===== src/rtl/dmem_access_rv_if.sv =====
// dmem_access_rv_if: request/response and word-bus signals of the load/store unit.
// The slave modport is the unit itself; the master modport is its environment.
interface dmem_access_rv_if;
    logic        iwReq;
    logic        iwWrite;
    logic        iwSignExtend;
    logic [1:0]  iwAccess;
    logic [31:0] iwAddr;
    logic [31:0] iwStoreData;
    logic        owBusy;
    logic        orDone;
    logic [31:0] orLoadData;
    logic [3:0]  orException;
    logic [31:0] orBusAddr;
    logic [31:0] orBusWrData;
    logic [3:0]  orBusByteEn;
    logic        orBusRead;
    logic        orBusWrite;
    logic        iwBusReady;
    logic [31:0] iwBusRdData;
    logic        iwBusErr;

    modport slave (
        input  iwReq, iwWrite, iwSignExtend, iwAccess, iwAddr, iwStoreData,
        output owBusy, orDone, orLoadData, orException,
        output orBusAddr, orBusWrData, orBusByteEn, orBusRead, orBusWrite,
        input  iwBusReady, iwBusRdData, iwBusErr
    );

    modport master (
        output iwReq, iwWrite, iwSignExtend, iwAccess, iwAddr, iwStoreData,
        input  owBusy, orDone, orLoadData, orException,
        input  orBusAddr, orBusWrData, orBusByteEn, orBusRead, orBusWrite,
        output iwBusReady, iwBusRdData, iwBusErr
    );
endinterface


===== src/rtl/dmem_access_rv.sv =====
// dmem_access_rv: RV load/store unit running one aligned word-bus access per request,
// with byte enables, lane replication, load extension, misalignment and bus-timeout faults.
module dmem_access_rv #(
    parameter int unsigned TIMEOUT_CYCLES = 255
) (
    input logic             iwClk,
    input logic             iwRst,
    dmem_access_rv_if.slave bus
);
    localparam logic [1:0] MEM_ACCESS_BYTE            = 2'b00;
    localparam logic [1:0] MEM_ACCESS_HALF_WORD       = 2'b01;
    localparam logic [1:0] MEM_ACCESS_WORD            = 2'b10;
    localparam logic [3:0] EXCEPTION_SUCCESS          = 4'd0;
    localparam logic [3:0] EXCEPTION_ILLEGAL_INSTR    = 4'd1;
    localparam logic [3:0] EXCEPTION_LOAD_MISALIGNED  = 4'd4;
    localparam logic [3:0] EXCEPTION_BUS_FAULT        = 4'd5;
    localparam logic [3:0] EXCEPTION_STORE_MISALIGNED = 4'd6;
    localparam logic [7:0] TIMEOUT_LAST               = 8'(TIMEOUT_CYCLES - 32'd1);

    typedef enum logic [1:0] {IDLE, REQ, DONE} state_t;

    state_t      state_q, state_d;
    logic [7:0]  cnt_q, cnt_d;
    logic        write_q, write_d;
    logic        sext_q, sext_d;
    logic [1:0]  access_q, access_d;
    logic [1:0]  off_q, off_d;
    logic        done_q, done_d;
    logic [31:0] load_data_q, load_data_d;
    logic [3:0]  exception_q, exception_d;
    logic [31:0] bus_addr_q, bus_addr_d;
    logic [31:0] bus_wr_data_q, bus_wr_data_d;
    logic [3:0]  bus_byte_en_q, bus_byte_en_d;
    logic        bus_read_q, bus_read_d;
    logic        bus_write_q, bus_write_d;

    logic        reserved, misaligned, timeout;
    logic [31:0] rd_shift, load_ext;

    assign reserved   = bus.iwAccess == 2'b11;
    assign misaligned = (bus.iwAccess == MEM_ACCESS_HALF_WORD && bus.iwAddr[0]) ||
                        (bus.iwAccess == MEM_ACCESS_WORD && bus.iwAddr[1:0] != 2'b00);
    assign timeout    = TIMEOUT_CYCLES != 0 && cnt_q == TIMEOUT_LAST;
    assign rd_shift   = bus.iwBusRdData >> {off_q, 3'b000};
    // Word loads ignore the sign-extend flag.
    assign load_ext   = access_q == MEM_ACCESS_BYTE      ? {{24{sext_q & rd_shift[7]}}, rd_shift[7:0]} :
                        access_q == MEM_ACCESS_HALF_WORD ? {{16{sext_q & rd_shift[15]}}, rd_shift[15:0]} :
                                                           bus.iwBusRdData;

    always_comb begin
        state_d       = state_q;
        cnt_d         = cnt_q;
        write_d       = write_q;
        sext_d        = sext_q;
        access_d      = access_q;
        off_d         = off_q;
        done_d        = 1'b0;
        load_data_d   = load_data_q;
        exception_d   = exception_q;
        bus_addr_d    = bus_addr_q;
        bus_wr_data_d = bus_wr_data_q;
        bus_byte_en_d = bus_byte_en_q;
        bus_read_d    = bus_read_q;
        bus_write_d   = bus_write_q;
        case (state_q)
            IDLE: if (bus.iwReq) begin
                write_d  = bus.iwWrite;
                sext_d   = bus.iwSignExtend;
                access_d = bus.iwAccess;
                off_d    = bus.iwAddr[1:0];
                if (reserved || misaligned) begin
                    state_d     = DONE;
                    done_d      = 1'b1;
                    exception_d = reserved    ? EXCEPTION_ILLEGAL_INSTR :
                                  bus.iwWrite ? EXCEPTION_STORE_MISALIGNED : EXCEPTION_LOAD_MISALIGNED;
                end else begin
                    state_d       = REQ;
                    cnt_d         = 8'd0;
                    bus_addr_d    = {bus.iwAddr[31:2], 2'b00};
                    bus_byte_en_d = bus.iwAccess == MEM_ACCESS_BYTE      ? 4'b0001 << bus.iwAddr[1:0] :
                                    bus.iwAccess == MEM_ACCESS_HALF_WORD ? 4'b0011 << bus.iwAddr[1:0] : 4'b1111;
                    bus_wr_data_d = bus.iwAccess == MEM_ACCESS_BYTE      ? {4{bus.iwStoreData[7:0]}} :
                                    bus.iwAccess == MEM_ACCESS_HALF_WORD ? {2{bus.iwStoreData[15:0]}} :
                                                                           bus.iwStoreData;
                    bus_read_d    = !bus.iwWrite;
                    bus_write_d   = bus.iwWrite;
                end
            end
            REQ: if (bus.iwBusReady || timeout) begin
                state_d     = DONE;
                done_d      = 1'b1;
                bus_read_d  = 1'b0;
                bus_write_d = 1'b0;
                exception_d = (!bus.iwBusReady || bus.iwBusErr) ? EXCEPTION_BUS_FAULT : EXCEPTION_SUCCESS;
                load_data_d = (bus.iwBusReady && !bus.iwBusErr && !write_q) ? load_ext : load_data_q;
            end else begin
                cnt_d = cnt_q + 8'd1;
            end
            DONE: state_d = IDLE;
            default: state_d = IDLE;
        endcase
    end

    always_ff @(posedge iwClk or posedge iwRst) begin
        if (iwRst) begin
            state_q       <= IDLE;
            cnt_q         <= 8'd0;
            write_q       <= 1'b0;
            sext_q        <= 1'b0;
            access_q      <= MEM_ACCESS_BYTE;
            off_q         <= 2'b00;
            done_q        <= 1'b0;
            load_data_q   <= 32'd0;
            exception_q   <= EXCEPTION_SUCCESS;
            bus_addr_q    <= 32'd0;
            bus_wr_data_q <= 32'd0;
            bus_byte_en_q <= 4'd0;
            bus_read_q    <= 1'b0;
            bus_write_q   <= 1'b0;
        end else begin
            state_q       <= state_d;
            cnt_q         <= cnt_d;
            write_q       <= write_d;
            sext_q        <= sext_d;
            access_q      <= access_d;
            off_q         <= off_d;
            done_q        <= done_d;
            load_data_q   <= load_data_d;
            exception_q   <= exception_d;
            bus_addr_q    <= bus_addr_d;
            bus_wr_data_q <= bus_wr_data_d;
            bus_byte_en_q <= bus_byte_en_d;
            bus_read_q    <= bus_read_d;
            bus_write_q   <= bus_write_d;
        end
    end

    assign bus.owBusy      = state_q != IDLE;
    assign bus.orDone      = done_q;
    assign bus.orLoadData  = load_data_q;
    assign bus.orException = exception_q;
    assign bus.orBusAddr   = bus_addr_q;
    assign bus.orBusWrData = bus_wr_data_q;
    assign bus.orBusByteEn = bus_byte_en_q;
    assign bus.orBusRead   = bus_read_q;
    assign bus.orBusWrite  = bus_write_q;
endmodule


===== src/flat_wrapper.sv =====
// flat-port wrapper written by rule: the top's interface ports become plain ports
module dmem_access_rv_flat 
#(
    parameter int unsigned TIMEOUT_CYCLES = 255
)
  (iwClk, iwRst, bus_iwReq, bus_iwWrite, bus_iwSignExtend, bus_iwAccess, bus_iwAddr, bus_iwStoreData, bus_owBusy, bus_orDone, bus_orLoadData, bus_orException, bus_orBusAddr, bus_orBusWrData, bus_orBusByteEn, bus_orBusRead, bus_orBusWrite, bus_iwBusReady, bus_iwBusRdData, bus_iwBusErr);
  dmem_access_rv_if bus_i ();
  input logic iwClk;
  input logic iwRst;
  input wire logic [$bits(bus_i.iwReq)-1:0] bus_iwReq;
  input wire logic [$bits(bus_i.iwWrite)-1:0] bus_iwWrite;
  input wire logic [$bits(bus_i.iwSignExtend)-1:0] bus_iwSignExtend;
  input wire logic [$bits(bus_i.iwAccess)-1:0] bus_iwAccess;
  input wire logic [$bits(bus_i.iwAddr)-1:0] bus_iwAddr;
  input wire logic [$bits(bus_i.iwStoreData)-1:0] bus_iwStoreData;
  output wire logic [$bits(bus_i.owBusy)-1:0] bus_owBusy;
  output wire logic [$bits(bus_i.orDone)-1:0] bus_orDone;
  output wire logic [$bits(bus_i.orLoadData)-1:0] bus_orLoadData;
  output wire logic [$bits(bus_i.orException)-1:0] bus_orException;
  output wire logic [$bits(bus_i.orBusAddr)-1:0] bus_orBusAddr;
  output wire logic [$bits(bus_i.orBusWrData)-1:0] bus_orBusWrData;
  output wire logic [$bits(bus_i.orBusByteEn)-1:0] bus_orBusByteEn;
  output wire logic [$bits(bus_i.orBusRead)-1:0] bus_orBusRead;
  output wire logic [$bits(bus_i.orBusWrite)-1:0] bus_orBusWrite;
  input wire logic [$bits(bus_i.iwBusReady)-1:0] bus_iwBusReady;
  input wire logic [$bits(bus_i.iwBusRdData)-1:0] bus_iwBusRdData;
  input wire logic [$bits(bus_i.iwBusErr)-1:0] bus_iwBusErr;
  assign bus_i.iwReq = bus_iwReq;
  assign bus_i.iwWrite = bus_iwWrite;
  assign bus_i.iwSignExtend = bus_iwSignExtend;
  assign bus_i.iwAccess = bus_iwAccess;
  assign bus_i.iwAddr = bus_iwAddr;
  assign bus_i.iwStoreData = bus_iwStoreData;
  assign bus_owBusy = bus_i.owBusy;
  assign bus_orDone = bus_i.orDone;
  assign bus_orLoadData = bus_i.orLoadData;
  assign bus_orException = bus_i.orException;
  assign bus_orBusAddr = bus_i.orBusAddr;
  assign bus_orBusWrData = bus_i.orBusWrData;
  assign bus_orBusByteEn = bus_i.orBusByteEn;
  assign bus_orBusRead = bus_i.orBusRead;
  assign bus_orBusWrite = bus_i.orBusWrite;
  assign bus_i.iwBusReady = bus_iwBusReady;
  assign bus_i.iwBusRdData = bus_iwBusRdData;
  assign bus_i.iwBusErr = bus_iwBusErr;
  dmem_access_rv #(.TIMEOUT_CYCLES(TIMEOUT_CYCLES)) u_core (.iwClk(iwClk), .iwRst(iwRst), .bus(bus_i));
endmodule

===== config.mk =====
export PLATFORM = sky130hd
export DESIGN_NAME = dmem_access_rv_flat
export DESIGN_NICKNAME = d
export VERILOG_FILES = /design/src/rtl/dmem_access_rv_if.sv /design/src/rtl/dmem_access_rv.sv /design/src/flat_wrapper.sv
export SDC_FILE = /design/constraint.sdc
export NUM_CORES = 1
export LEC_CHECK = 0
export BUFFER_PORTS_ARGS = -buffer_cell sky130_fd_sc_hd__clkbuf_2
export CAP_MARGIN = 20
export CELL_PAD_IN_SITES_DETAIL_PLACEMENT = 1
export CELL_PAD_IN_SITES_GLOBAL_PLACEMENT = 1
export CORE_ASPECT_RATIO = 0.5
export CORE_MARGIN = 2
export CORE_UTILIZATION = 31
export CTS_CLUSTER_SIZE = 40
export DETAILED_ROUTE_END_ITERATION = 10
export PLACE_DENSITY_LB_ADDON = 0.1
export SLEW_MARGIN = 20
export SYNTH_ARGS = -nofsm -noshare
export SYNTH_HDL_FRONTEND = slang
export SYNTH_SLANG_ARGS = --single-unit

===== constraint.sdc =====
create_clock -name iwClk -period 11.5 [get_ports iwClk]
set_input_delay 1.725 -clock iwClk [delete_from_list [all_inputs] [get_ports iwClk]]
set_output_delay 1.725 -clock iwClk [all_outputs]
set_load 0.05 [all_outputs]

# ---- Word-level counts from Yosys, hierarchy flattened
# Cells that the tools add are included.
dict set report word_totals {
  regBits 121
  latchBits 0
  mem_bits_rw 0
  mem_bits_ro 0
  in_bits 105
  output_inout_bits 108
  mem_count 0
}
dict set report classes {
  addsub 1
  mul 0
  n_div 0
  magnitude_cmp 0
  n_eq_ne 11
  n_shift 3
  n_mux 32
  n_bitwise 3
  reduce_logical 25
}
# op count
set ops {}
lappend ops {{2-to-1 mux 32 bit} 4}
lappend ops {{>> shifter 32 x 5 -> 16 bit} 1}
lappend ops {{2-to-1 mux 4 bit} 6}
lappend ops {{2-to-1 mux 8 bit} 3}
lappend ops {{case mux 8 bit (2 select lines)} 1}
lappend ops {{AND reduction 4 bit} 3}
lappend ops {{adder 8 x 1 -> 8 bit, second input constant} 1}
lappend ops {{equality test 8 bit, second input constant} 1}
lappend ops {{2-to-1 mux 1 bit} 8}
lappend ops {{2-to-1 mux 2 bit} 4}
lappend ops {{case mux 4 bit (2 select lines)} 1}
lappend ops {{equality test 2 x 1 -> 1 bit, second input constant} 3}
lappend ops {{zero test 2 bit} 3}
lappend ops {{inequality test 2 bit, second input constant} 3}
lappend ops {{case mux 1 bit (2 select lines)} 3}
lappend ops {{AND reduction 3 bit} 2}
lappend ops {{nonzero test 2 bit} 3}
lappend ops {{equality test 2 bit, second input constant} 2}
lappend ops {{logical AND 1 bit} 4}
lappend ops {{zero test 1 bit} 4}
lappend ops {{logical OR 1 bit} 4}
lappend ops {{inequality test 2 x 1 -> 1 bit, second input constant} 2}
lappend ops {{case mux 2 bit (2 select lines)} 1}
lappend ops {{AND reduction 2 bit} 2}
lappend ops {{other kinds (5)} 6}

# ---- Longest topological paths before layout
dict set report logic_depth {
  ltp_word 7
  ltp_mapped 8
  depth_no_buf 6
}

# ---- Worst setup path after synthesis
# Ideal clock, no wire load.
dict set report synth_path {
  kind {input to register}
  startpoint {input port bus_iwAddr[0]}
  endpoint {register u_core.exception_q[0] (netlist: u_core.bus.orException[0])}
  setup_ns 0.125
  arrival_ns 2.852
  path_slack_ns 8.523
  path_stages 6
  path_buffers 0
  cell_sequence {inv_1 > ha_1 > nand2b_1 > nand2_1 > o211ai_1 > mux2_2}
}
dict set report synth_between {
  elab_chain_cells 6
  elab_cells_between_ends 7
  classes_between {eq/ne: 1; reduce/logical: 6}
}
# element line
set synth_lines {}
lappend synth_lines {{from (decl)} flat_wrapper.sv:14} ;# input wire logic [$bits(bus_i.iwAddr)-1:0] bus_iwAddr;
lappend synth_lines {{nonzero test 2 bit} dmem_access_rv.sv:42} ;# (bus.iwAccess == MEM_ACCESS_WORD && bus.iwAddr[1:0] != 2'b00);
lappend synth_lines {{logical AND 1 bit} dmem_access_rv.sv:42}
lappend synth_lines {{logical OR 1 bit *} dmem_access_rv.sv:41} ;# assign misaligned = (bus.iwAccess == MEM_ACCESS_HALF_WORD && bus.iwAddr[0]) ||
lappend synth_lines {{logical OR 1 bit *} dmem_access_rv.sv:71} ;# if (reserved || misaligned) begin
lappend synth_lines {{inequality test 2 x 1 -> 1 bit (no source line) *} --}
lappend synth_lines {{AND reduction 4 bit (no source line) *} --}
lappend synth_lines {{to (signal assigned)} dmem_access_rv.sv:129} ;# exception_q <= exception_d;
lappend synth_lines {{to (decl)} dmem_access_rv.sv:30} ;# logic [3:0] exception_q, exception_d;
# Mark *: on every way between the ends. The rest lies on a longest branch, timed or not.
# A chain may end at the register's enable or synchronous reset.

# ---- Final worst setup path
dict set report layout_path {
  startpoint {input port bus_iwAccess[1]}
  endpoint {register u_core.bus_addr_q[26] (netlist: u_core.bus.orBusAddr[26])}
}
dict set report layout_between {
  elab_chain_cells 6
  elab_cells_between_ends 9
  classes_between {eq/ne: 3; bitwise: 1; reduce/logical: 5}
}
# element line
set layout_lines {}
lappend layout_lines {{from (decl)} flat_wrapper.sv:13} ;# input wire logic [$bits(bus_i.iwAccess)-1:0] bus_iwAccess;
lappend layout_lines {{equality test 2 x 1 -> 1 bit or equality test 2 bit (tied branches)} {dmem_access_rv.sv:41, dmem_access_rv.sv:42}}
lappend layout_lines {{logical AND 1 bit (on tied branches)} {dmem_access_rv.sv:41, dmem_access_rv.sv:42}}
lappend layout_lines {{logical OR 1 bit} dmem_access_rv.sv:41}
lappend layout_lines {{logical OR 1 bit *} dmem_access_rv.sv:71}
lappend layout_lines {{inverter 1 bit (no source line) *} --}
lappend layout_lines {{AND reduction 3 bit (no source line) *} --}
lappend layout_lines {{to (signal assigned)} dmem_access_rv.sv:130} ;# bus_addr_q <= bus_addr_d;
lappend layout_lines {{to (decl)} dmem_access_rv.sv:31} ;# logic [31:0] bus_addr_q, bus_addr_d;
# Marks and branches as above.

==> impl_results.html <==
<table>
<tr><th>Metric</th><th>Value</th></tr>
<tr><th colspan="2">Routing</th></tr>
<tr><td>Routed wire length per instance</td><td>~18 um</td></tr>
<tr><td>Vias per std cell</td><td>around 5</td></tr>
<tr><td>Total wire length after detailed routing</td><td>about 18,000 um</td></tr>
<tr><td>Drt pass-1 iters</td><td>4</td></tr>
<tr><td>Number of vias in the routed layout</td><td>roughly 4,800</td></tr>
<tr><td>Violation count after the first detailed-routing iteration</td><td>approximately 110</td></tr>
<tr><td>Final routed DRC violation total</td><td>0</td></tr>
<tr><td>Routed Antenna Nets</td><td>0</td></tr>
<tr><th colspan="2">Setup path</th></tr>
<tr><td>Worst Reg-to-Reg Cells</td><td>4</td></tr>
<tr><td>Required time worst endpoint</td><td>11,790 ps</td></tr>
<tr><td>Worst R2R Setup Slack</td><td>8930 ps</td></tr>
<tr><td>Kind of launch point of the worst setup path</td><td>input pin</td></tr>
<tr><td>Max FO, Critical Path</td><td>55</td></tr>
<tr><td>Worst setup path category</td><td>input pin to flop</td></tr>
<tr><td>Arrival time of data at the critical path endpoint</td><td>approximately 3700 ps</td></tr>
<tr><td>Endpoint class of the critical path</td><td>flop</td></tr>
<tr><th colspan="2">Clock tree</th></tr>
<tr><td>TritonCTS buffer count</td><td>17</td></tr>
<tr><td>CTS H-Tree Depth</td><td>4</td></tr>
<tr><td>Clock sinks</td><td>120</td></tr>
<tr><td>Buffer depth of the longest clock path</td><td>2</td></tr>
<tr><td>Clock edge transition at the registers on the reported setup and hold paths</td><td>50 ps</td></tr>
<tr><td>Post-CTS Setup Inserts</td><td>0</td></tr>
<tr><td>Post-CTS resize count</td><td>0</td></tr>
<tr><td>Clock root cell</td><td>sky130_fd_sc_hd__clkbuf_16</td></tr>
<tr><td>Number of hold buffers added after CTS</td><td>0</td></tr>
<tr><td>TritonCTS clock tree</td><td>yes</td></tr>
<tr><td>Later-pin clock latency in the skew report</td><td>410 ps</td></tr>
<tr><th colspan="2">Place</th></tr>
<tr><td>Final weighted congestion in routability-driven placement</td><td>0.769</td></tr>
<tr><td>Placed inst area</td><td>around 7000 um^2</td></tr>
<tr><td>Half-perimeter wire length after detailed placement</td><td>12,800 um</td></tr>
<tr><td># placed instances</td><td>approximately 950</td></tr>
<tr><td>Port-buffer cells</td><td>roughly 210</td></tr>
<tr><th colspan="2">Logic synthesis</th></tr>
<tr><td>Compound-cell area share of the yosys netlist</td><td>0.121</td></tr>
<tr><td>Post-synth cell types</td><td>48</td></tr>
<tr><td>Share of synthesized area spent on multiplexers</td><td>0.171</td></tr>
<tr><td>Post-synthesis share of cell area spent on full adders, half adders and majority gates</td><td>0.0129</td></tr>
<tr><td>Synthesis warning total</td><td>0</td></tr>
<tr><td>Synth Instances</td><td>approximately 540</td></tr>
<tr><td>Primary FF master, synth</td><td>sky130_fd_sc_hd__dfrtp_1</td></tr>
<tr><td>Flip-flop and latch count after synthesis</td><td>120</td></tr>
<tr><td>Xor-xnor portion of the synthesized cell area</td><td>0.00301</td></tr>
<tr><td>Dominant combinational cell family by area after synthesis</td><td>multiplexers</td></tr>
<tr><td>Fraction of registers with async set/reset</td><td>1.00</td></tr>
<tr><td>Share of synthesized area occupied by flip-flops and latches</td><td>0.516</td></tr>
<tr><td>Mapped Area</td><td>5820 um^2</td></tr>
<tr><td>Number of enable-type register cells in the synthesized netlist</td><td>0</td></tr>
<tr><td>Avg Inst Size Synth</td><td>about 11 um^2</td></tr>
<tr><td>Fraction of the mapped netlist area in simple logic gates</td><td>0.132</td></tr>
<tr><th colspan="2">STA</th></tr>
<tr><td>Remaining max-slew budget at the tightest pin</td><td>0.416</td></tr>
<tr><td>Sum Neg Setup Slack</td><td>0 ps</td></tr>
<tr><td>Peak clock frequency supported by timing</td><td>293 MHz</td></tr>
<tr><td>Unrepaired setup endpoints after global routing</td><td>no</td></tr>
<tr><td>Fraction of the cycle the final worst path needs</td><td>0.297</td></tr>
<tr><td>Slew Limit Fails</td><td>0</td></tr>
<tr><td>Setup violators final</td><td>0</td></tr>
<tr><td>Least-Margin Pin Slew</td><td>just under 900 ps</td></tr>
<tr><td>Min Clock Period, post-route</td><td>3420 ps</td></tr>
<tr><td>Final number of hold-violating endpoints</td><td>0</td></tr>
<tr><td>Setup Skew</td><td>around 7.3 ps</td></tr>
<tr><th colspan="2">Finish</th></tr>
<tr><td>Fraction of layout instances using a drive strength above 1</td><td>0.405</td></tr>
<tr><td>Total number of nets in the final design</td><td>approximately 840</td></tr>
<tr><td>Final Non-Filler Cells</td><td>986</td></tr>
<tr><td>Number of inserted diodes</td><td>0</td></tr>
<tr><td>Util after Layout</td><td>0.416</td></tr>
<tr><td>Area growth from synthesis to layout</td><td>31.5%</td></tr>
<tr><td>Design area</td><td>about 7700 um^2</td></tr>
<tr><th colspan="2">Job</th></tr>
<tr><td>Max Cap Violations</td><td>0</td></tr>
<tr><th colspan="2">Power</th></tr>
<tr><td>IR Drop Worst-Case VDD</td><td>between 0.00015 and 0.0002 V</td></tr>
<tr><td>Total Power Consumption</td><td>between 2 and 3 mW</td></tr>
<tr><td>Static leakage power</td><td>a little under 4 nW</td></tr>
<tr><td>Power density of the placed cells</td><td>between 300 and 400 nW/um^2</td></tr>
<tr><th colspan="2">Min path</th></tr>
<tr><td>Depth of the worst hold-timing path</td><td>2</td></tr>
<tr><td>Hold WC Path Type</td><td>flop to flop</td></tr>
<tr><th colspan="2">GRT</th></tr>
<tr><td>Global-route wire length before repair</td><td>28,100 um</td></tr>
<tr><td>All-Layer GR Usage</td><td>0.185</td></tr>
<tr><td>Met2 Track Usage GR</td><td>0.293</td></tr>
<tr><td>Peak-usage layer in the global routing report</td><td>met2</td></tr>
<tr><td>Number of antenna violations at the first check in global routing</td><td>0</td></tr>
<tr><td>Final global-route overflow total</td><td>0</td></tr>
<tr><td>Number of global-route vias before repair</td><td>approximately 5,000</td></tr>
<tr><td>Pin count of the biggest net entering global routing</td><td>67</td></tr>
<tr><td>Met3 capacity usage during global routing</td><td>0.0686</td></tr>
<tr><td>Met1 Use GR</td><td>0.239</td></tr>
<tr><th colspan="2">Die</th></tr>
<tr><td>Std cell rows</td><td>35</td></tr>
<tr><td>Initial Utilization</td><td>0.316</td></tr>
<tr><td>Die height</td><td>approximately 100 um</td></tr>
<tr><td>Total die area</td><td>20,000 um^2</td></tr>
<tr><td>Area of the core region</td><td>18,400 um^2</td></tr>
<tr><td>Num ports</td><td>213</td></tr>
<tr><td>Die extent in x</td><td>~200 um</td></tr>
<tr><th colspan="2">Outcome</th></tr>
<tr><td>Status</td><td>finished, final reports clean</td></tr>
</table>
==> registers in the layout, summed over array words and instances (netlist names) <==
| register | count |
|---|---|
| u_core.sext_q | 1 |
| u_core.bus.orBusByteEn | 4 |
| u_core.write_q | 1 |
| u_core.state_q | 2 |
| u_core.access_q | 2 |
| u_core.off_q | 2 |
| u_core.bus.orBusWrite | 1 |
| u_core.bus.orLoadData | 32 |
| u_core.bus.orBusAddr | 30 |
| u_core.bus.orBusRead | 1 |
| u_core.cnt_q | 8 |
| u_core.bus.orDone | 1 |
| u_core.bus.orException | 3 |
| u_core.bus.orBusWrData | 32 |
==> power breakdown <==
group | switching [mW] | internal (mW) | total (mW)
registers | 0.148 | 0.606 | 0.754
clock network | 0.208 | 0.387 | 0.595
logic | 0.865 | 0.319 | 1.18
total | 1.22 | 1.31 | 2.53
==> cell type report <==
class	count	area (um^2)
Fill cell	2104	10700
Sequential cell	120	3000
Multi-Input combinational cell	367	2570
Timing Repair Buffer	213	1080
Clock buffer	22	484
Tap cell	240	300
Clock inverter	10	165
Inverter	14	55.1
==> kinds of logic (layout without fill, tap and decap cells) <==
kind of cell	count (synthesis)	in the layout
buffers and inverters	52	259
muxes	79	79
other	1	3
and+or+nand+nor	167	167
DFF	120	120
AOI/OAI and AO/OA	110	110
xor gates and xnor gates	2	2
adders and majority gates	6	6
==> routing by layer <==
metal | wire length [um] | share of wire
met1 | 8300 | 0.46
met4 | 179 | 0.0099
met3 | 1350 | 0.075
met5 | 0 | 0
met2 | 8180 | 0.45
==> final timing paths <==
check                                             to                 startpoint
max in group asynchronous         u_core.access_q[1]                      iwRst
setup reg to reg           u_core.bus.orLoadData[21]            u_core.off_q[1]
hold / removal             u_core.bus.orBusWrData[8]  u_core.bus.orBusWrData[8]
setup / recovery            u_core.bus.orBusAddr[26]            bus_iwAccess[1]
hold reg to reg            u_core.bus.orBusWrData[8]  u_core.bus.orBusWrData[8]
min in group asynchronous   u_core.bus.orBusAddr[23]                      iwRst
==> placed cells by master (no fill, tap or decap), types with 2 or more instances in the layout <==
| cell type | count |
|---|---|
| sky130_fd_sc_hd__conb_1 | 3 |
| sky130_fd_sc_hd__o21a_1 | 4 |
| sky130_fd_sc_hd__or2_2 | 3 |
| sky130_fd_sc_hd__o211ai_1 | 8 |
| sky130_fd_sc_hd__clkinvlp_4 | 3 |
| sky130_fd_sc_hd__nand2_1 | 70 |
| sky130_fd_sc_hd__a21o_1 | 2 |
| sky130_fd_sc_hd__o22ai_1 | 5 |
| sky130_fd_sc_hd__nand2b_1 | 3 |
| sky130_fd_sc_hd__nor4_1 | 2 |
| sky130_fd_sc_hd__a22o_1 | 2 |
| sky130_fd_sc_hd__o221ai_1 | 2 |
| sky130_fd_sc_hd__nor2b_1 | 8 |
| sky130_fd_sc_hd__mux2_2 | 10 |
| sky130_fd_sc_hd__nor2_1 | 29 |
| sky130_fd_sc_hd__or3b_1 | 2 |
| sky130_fd_sc_hd__nand3b_1 | 2 |
| sky130_fd_sc_hd__inv_1 | 13 |
| sky130_fd_sc_hd__o2bb2ai_1 | 6 |
| sky130_fd_sc_hd__a2bb2oi_1 | 2 |
| sky130_fd_sc_hd__a21oi_1 | 18 |
| sky130_fd_sc_hd__a211oi_1 | 2 |
| sky130_fd_sc_hd__clkbuf_8 | 4 |
| sky130_fd_sc_hd__xnor2_1 | 2 |
| sky130_fd_sc_hd__clkbuf_2 | 209 |
| sky130_fd_sc_hd__ha_1 | 6 |
| sky130_fd_sc_hd__nand4_1 | 3 |
| sky130_fd_sc_hd__nand3_1 | 36 |
| sky130_fd_sc_hd__nor2_2 | 2 |
| sky130_fd_sc_hd__mux2_4 | 38 |
| sky130_fd_sc_hd__and4_1 | 2 |
| sky130_fd_sc_hd__dfrtp_1 | 119 |
| sky130_fd_sc_hd__mux2i_1 | 31 |
| sky130_fd_sc_hd__o21ai_0 | 40 |
| sky130_fd_sc_hd__a22oi_1 | 12 |
| sky130_fd_sc_hd__clkbuf_16 | 17 |
| sky130_fd_sc_hd__bufinv_16 | 4 |
| sky130_fd_sc_hd__buf_4 | 4 |
==> metrics by stage <==
stage          hold WS, ps  worst slack (ps)
6_report               476              8080
5_1_grt                511              7950
4_1_cts                485              8060
3_5_place_dp           473              7610
3_3_place_gp           463              7670
2_1_floorplan          465              6590
==> critical path, cell delays in order <==
cell                       delay, ps
sky130_fd_sc_hd__clkbuf_2        610
sky130_fd_sc_hd__nand2b_1        230
sky130_fd_sc_hd__nand3b_1        160
sky130_fd_sc_hd__buf_4           590
sky130_fd_sc_hd__mux2_4          350
==> Yosys cell counts (2+ instances only) <==
cell                          n  area (um^2)
sky130_fd_sc_hd__nand2_1     70          263
sky130_fd_sc_hd__dfrtp_1    120         3000
sky130_fd_sc_hd__a22oi_1     12         90.1
sky130_fd_sc_hd__o221ai_1     2         17.5
sky130_fd_sc_hd__and4_1       2         17.5
sky130_fd_sc_hd__nand3b_1     2         15.0
sky130_fd_sc_hd__nand4_1      3         18.8
sky130_fd_sc_hd__a211oi_1     2         15.0
sky130_fd_sc_hd__ha_1         6         75.1
sky130_fd_sc_hd__or2_2        3         18.8
sky130_fd_sc_hd__a22o_1       2         17.5
sky130_fd_sc_hd__inv_1       14         52.6
sky130_fd_sc_hd__xnor2_1      2         17.5
sky130_fd_sc_hd__o2bb2ai_1    6         52.6
sky130_fd_sc_hd__nand2b_1     3         18.8
sky130_fd_sc_hd__nor4_1       2         12.5
sky130_fd_sc_hd__o21a_1       4         30.0
sky130_fd_sc_hd__a21oi_1     18         90.1
sky130_fd_sc_hd__nand3_1     36          180
sky130_fd_sc_hd__mux2_4      38          571
sky130_fd_sc_hd__nor2b_1      8         50.1
sky130_fd_sc_hd__mux2i_1     31          310
sky130_fd_sc_hd__clkbuf_1    21         78.8
sky130_fd_sc_hd__buf_6        5         56.3
sky130_fd_sc_hd__o22ai_1      5         31.3
sky130_fd_sc_hd__or3b_1       2         17.5
sky130_fd_sc_hd__mux2_2      10          113
sky130_fd_sc_hd__buf_2        8         40.0
sky130_fd_sc_hd__o21ai_0     40          200
sky130_fd_sc_hd__a21o_1       2         15.0
sky130_fd_sc_hd__o211ai_1     8         60.1
sky130_fd_sc_hd__buf_4        4         30.0
sky130_fd_sc_hd__a2bb2oi_1    2         17.5
sky130_fd_sc_hd__nor2_1      30          113
(Power assumes the default switching activity.)
